[src/rtl/digit_scan_ctrl.sv]
// Purpose     : 2-digit time-multiplexed 7-segment scan (SHOW0, BLANK0, SHOW1, BLANK1) with a frame-synchronous update buffer.
// Latency     : an accepted update is displayed from the next BLANK1->SHOW0 edge; outputs decode registered state only.
// Backpressure: upd_rdy is low while the single-entry pending buffer is full; it frees on the frame commit.
//
// Ports:
//   clk, rst_n            clock (rising edge), asynchronous active-low reset
//   en                    scan enable; low parks the scan in a blanked BLANK1
//   upd_vld/upd_rdy       update handshake carrying upd_d0/upd_d1 (hex nibbles)
//   digit_sel             2'b00 digit 0, 2'b01 digit 1, 2'b10 encoder all-off
//   seg                   active-low {g,f,e,d,c,b,a}, 7'h7F = dark
//   frame_stb             single-cycle pulse in the first SHOW0 cycle of each frame
module digit_scan_ctrl #(
    parameter int DWELL_CYC = 100000,
    parameter int BLANK_CYC = 1000
) (
    input  logic       clk,
    input  logic       rst_n,
    input  logic       en,
    input  logic       upd_vld,
    output logic       upd_rdy,
    input  logic [3:0] upd_d0,
    input  logic [3:0] upd_d1,
    output logic [1:0] digit_sel,
    output logic [6:0] seg,
    output logic       frame_stb
);

    localparam int MAX_CYC = (DWELL_CYC > BLANK_CYC) ? DWELL_CYC : BLANK_CYC;
    localparam int CW      = $clog2(MAX_CYC + 1);

    localparam logic [CW-1:0] DWELL_LAST = CW'(DWELL_CYC - 1);
    localparam logic [CW-1:0] BLANK_LAST = CW'(BLANK_CYC - 1);

    typedef enum logic [1:0] {
        SHOW0  = 2'd0,
        BLANK0 = 2'd1,
        SHOW1  = 2'd2,
        BLANK1 = 2'd3
    } state_t;

    state_t        state_q, state_d;
    logic [CW-1:0] cnt_q, cnt_d;
    logic          last;

    logic [3:0]    shown_d0, shown_d1;
    logic [3:0]    pend_d0, pend_d1;
    logic          pend_full;
    logic          accept;
    logic          commit;

    function automatic logic [6:0] hex7(input logic [3:0] v);
        logic [6:0] s;
        case (v)
            4'h0: s = 7'h40;
            4'h1: s = 7'h79;
            4'h2: s = 7'h24;
            4'h3: s = 7'h30;
            4'h4: s = 7'h19;
            4'h5: s = 7'h12;
            4'h6: s = 7'h02;
            4'h7: s = 7'h78;
            4'h8: s = 7'h00;
            4'h9: s = 7'h10;
            4'hA: s = 7'h08;
            4'hB: s = 7'h03;
            4'hC: s = 7'h46;
            4'hD: s = 7'h21;
            4'hE: s = 7'h06;
            default: s = 7'h0E;
        endcase
        return s;
    endfunction

    // Last cycle of the current state; SHOW states use the dwell length.
    assign last = (state_q == SHOW0 || state_q == SHOW1) ? (cnt_q == DWELL_LAST)
                                                         : (cnt_q == BLANK_LAST);

    // Commit only when the scan really crosses the frame boundary, so a
    // disabled display never swaps in pending data.
    assign commit  = en && (state_q == BLANK1) && last && pend_full;
    assign upd_rdy = ~pend_full;
    assign accept  = upd_vld && upd_rdy;

    always_ff @(posedge clk or negedge rst_n) begin
        if (!rst_n) begin
            state_q <= BLANK1;
            cnt_q   <= '0;
        end else begin
            state_q <= state_d;
            cnt_q   <= cnt_d;
        end
    end

    always_comb begin
        state_d   = state_q;
        cnt_d     = cnt_q + 1'b1;
        digit_sel = 2'b10;
        seg       = 7'h7F;
        frame_stb = 1'b0;

        if (!en) begin
            // Park in BLANK1 so re-enable gives a full blanking gap before SHOW0.
            state_d = BLANK1;
            cnt_d   = '0;
        end else if (last) begin
            cnt_d = '0;
            case (state_q)
                SHOW0:   state_d = BLANK0;
                BLANK0:  state_d = SHOW1;
                SHOW1:   state_d = BLANK1;
                default: state_d = SHOW0;
            endcase
        end

        case (state_q)
            SHOW0: begin
                digit_sel = 2'b00;
                seg       = hex7(shown_d0);
                frame_stb = (cnt_q == '0);
            end
            SHOW1: begin
                digit_sel = 2'b01;
                seg       = hex7(shown_d1);
            end
            default: begin
                digit_sel = 2'b10;
                seg       = 7'h7F;
            end
        endcase
    end

    // Accept and commit are mutually exclusive (accept needs an empty buffer,
    // commit a full one), so an accept on the boundary edge lands in pending
    // and is shown one frame later.
    always_ff @(posedge clk or negedge rst_n) begin
        if (!rst_n) begin
            pend_full <= 1'b0;
            pend_d0   <= '0;
            pend_d1   <= '0;
            shown_d0  <= '0;
            shown_d1  <= '0;
        end else begin
            if (accept) begin
                pend_d0   <= upd_d0;
                pend_d1   <= upd_d1;
                pend_full <= 1'b1;
            end else if (commit) begin
                pend_full <= 1'b0;
            end
            if (commit) begin
                shown_d0 <= pend_d0;
                shown_d1 <= pend_d1;
            end
        end
    end

endmodule
[config.mk]
export PLATFORM = sky130hd
export DESIGN_NAME = digit_scan_ctrl
export DESIGN_NICKNAME = d
export VERILOG_FILES = /design/src/rtl/digit_scan_ctrl.sv
export SDC_FILE = /design/constraint.sdc
export NUM_CORES = 1
export LEC_CHECK = 0
export BUFFER_PORTS_ARGS = -buffer_cell sky130_fd_sc_hd__clkbuf_2
export CORE_MARGIN = 1
export CORE_UTILIZATION = 35
export DETAILED_ROUTE_END_ITERATION = 8
export SYNTH_ARGS = -nofsm -noshare
export SYNTH_HDL_FRONTEND = slang
export SYNTH_SLANG_ARGS = --single-unit
[constraint.sdc]
create_clock -name clk -period 4.6 [get_ports clk]
set_input_delay 0.46 -clock clk [delete_from_list [all_inputs] [get_ports clk]]
set_output_delay 0.46 -clock clk [all_outputs]
set_load 0.01 [all_outputs]
==> results.toml <==
[timing]
setup_violations = 0
worst_pin_slew_ns = 0.890
clock_skew_ns = 0.00483
hold_violations = 0
rsz0062_at_grt = "false"
clock.fmax_mhz = 368
fin_crit_ns = 2.72
tns_ns = 0
slew_headroom_pct = 40.7
slew_violations = 0
period_share_pct = 59.1

[power]
peakVddDrop_v = 0.000202
p_per_area_mw_per_mm2 = 241
leakagePower_nw = 1.14

[floorplanning]
die_x_um = 84.4
std_cell_rows = 29
die_h_um = 84.4
initial_core_util_pct = 36.8
ioPinCount = 23
coreArea_mm2 = 0.00646
die-area_mm2 = 0.00712

[cts]
ctsLongestPathBuffers = 2
cts_tree = "yes"
hold_buffers = 0
cts_sinks = 36
cts_setup_buffers = 0
root_buffer = "clkbuf_8"
clkTransAtPathRegs_ns = 0.07
clk_latency_ns = 0.29
cts_buffers = 5
postCtsResizedCells = 0
h-tree-depth = 2

[run_status]
violations = "DRC"
outcome = "finished, violations left"

[yosys]
synth_edf_count = 0
ys_types = 43
synth_area_leader_cell = "dfrtp_1"
synth_seq_cells = 36
synth-warning-count = 0
ys_seq_area_share_pct = 38.0
netlist_area_mm2 = 0.00238
synth_flop_cell = "dfrtp_1"
synth_area_leaders = "dfrtp_1, ha_1, mux2_4"
yosysMostFrequentCell = "dfrtp_1"
synthArstFlopShare_pct = 100
syn_avg_cell_area_um2 = 9.98
yosysTopAreaCellShare_pct = 35.8
synth_common_cells = "dfrtp_1, nor2_1, ha_1"
synthCells = 238
synth_nets = 269

[layout]
design_area_mm2 = 0.00265
areaGrowthSynthToFinish_pct = 11.3
nNetsFinal = 287
drive_above_1_share_pct = 22.6
fill_cells = 645
diodes = 0

[placed_design]
detailed_place_hpwl_um = 3320
place.port_buffers = 22
placed_area_mm2 = 0.00254
routabilityCongestion = 0.786

[global_route]
antenna_found_initial = 0
grt_max_degree = 37
grt_overflow = 0
grt_usage_pct = 13.6
grt_pass1_vias = 1714
grt_pass1_wl_um = 7760

[worst_setup_path]
critical_path.max_stage_delay_ns = 0.80
reg2reg_to = "shown_d1[0]"
cpMaxStageDelayCell = "or4_1"
cp-end-kind = "flip-flop"
r2r_slack_ns = 1.88
cp_common_cell = "or4_1"
cp.arrival_ns = 2.90
critPathMaxFanout = 9
critPathLaunchType = "flip-flop"
worstSetupPathType = "reg2reg"
reg2reg_depth = 4
path_cells = "or4_1, o41a_1, or4_1, mux2_4"
cp.required_ns = 4.78
r2r_start = "cnt_q[3]"

[job]
drv_cap = 0

[drt]
drt_pre_antenna_iters = 6
postRouteAntennaNets = 0
drt_wl_total_um = 4550
drtIter0Drc = 59
via_count = 1741
viasPerCell = 5.21
drc = 8
routedWlPerCell_um = 13.6

[worst_hold_path]
hp-class = "in2async"
layout make-up:
cell class	count	area (um^2)	share of cell area [%]
sequential	36	903	34.2
clock inverter	2	35.0	1.32
tap	77	96.3	3.64
timing repair buffer	23	118	4.45
clock buffer	6	72.6	2.74
inverter	17	63.8	2.41
multi-input combinational	173	1360	51.3
power by group:
part,internal [mW],total [mW],switching [mW]
Combinational,0.0135,0.0292,0.0157
Clock,0.161,0.273,0.112
Sequential,0.327,0.334,0.00760
kinds of logic (layout without fill, tap and decap cells):
family	after synthesis	after routing	synth area share, %
compound gates	32	32	8.90
xor+xnor	12	12	4.42
fa+ha+maj	19	19	10.0
buf+inv	29	48	4.90
flops	36	36	38.0
mux	29	29	15.5
simple gates	81	81	18.3
per-layer routing:
layer	up-vias	GRT usage (%)	part of all wire, %
li1	877	-	-
met3	6	2.75	2.9
met5	-	0	0
met1	834	16.3	46
met2	24	24.4	50
met4	0	4.78	1.4
metrics by stage:
step | setup slack [ns] | instances | hold WS [ns] | total power, mW | utilization (%)
floorplan | 2.14 | 238 | 0.164 | 0.353 | -
global placement | 1.91 | 326 | 0.486 | 0.370 | 39.3
detailed placement | 1.89 | 326 | 0.498 | 0.370 | 39.3
CTS | 1.88 | 334 | 0.313 | 0.645 | 41.0
global route | 1.81 | 334 | 0.369 | 0.660 | 41.0
finish | 1.88 | 334 | 0.279 | 0.636 | 41.0
sequential cells by signal (all words and copies together) (netlist names):
register / cells
shown_d0: 4
state_q: 2
cnt_q: 17
pend_d0: 4
pend_d1: 4
shown_d1: 4
pend_full: 1
critical path: cells and delay by family, from the launching register on:
kind,cells,cell delay [ns]
AND/OR/NAND/NOR,2,1.35
AO/OA/AOI/OAI,1,0.44
multiplexers,1,0.39
flip-flops,1,0.42
cells in the final DEF (no fill, tap or decap), drive strengths merged, types with 2 or more instances in the layout:
master  Yosys  routed
dfrtp      34      34
clkbuf     10      28
nor2       20      20
ha         19      19
mux2       18      18
inv        17      17
o21ai      10      10
mux2i       9       9
nand2       9       9
nand3       9       9
xnor2       9       9
a21oi       7       7
nand4       6       6
or4         5       5
nor3        5       5
or3         5       5
nor4        4       4
nor3b       4       4
o31ai       4       4
or2         3       3
o211ai      3       3
and3        3       3
xor2        3       3
nor2b       3       3
mux4        2       2
o311ai      2       2
dfstp       2       2
and2        2       2
worst max-delay path by stage:
stage              from     endpoint  slack, ns  cells after the start
6_report       cnt_q[3]  shown_d1[0]       1.88                      4
5_1_grt        cnt_q[3]  shown_d0[1]       1.81                      4
4_1_cts        cnt_q[3]  shown_d1[0]       1.88                      4
3_5_place_dp   cnt_q[3]  shown_d1[0]       1.89                      4
3_3_place_gp   cnt_q[3]  shown_d1[1]       1.91                      4
2_1_floorplan  cnt_q[3]  shown_d0[0]       2.14                      5
Note: power is estimated with default switching activity, not from simulation.
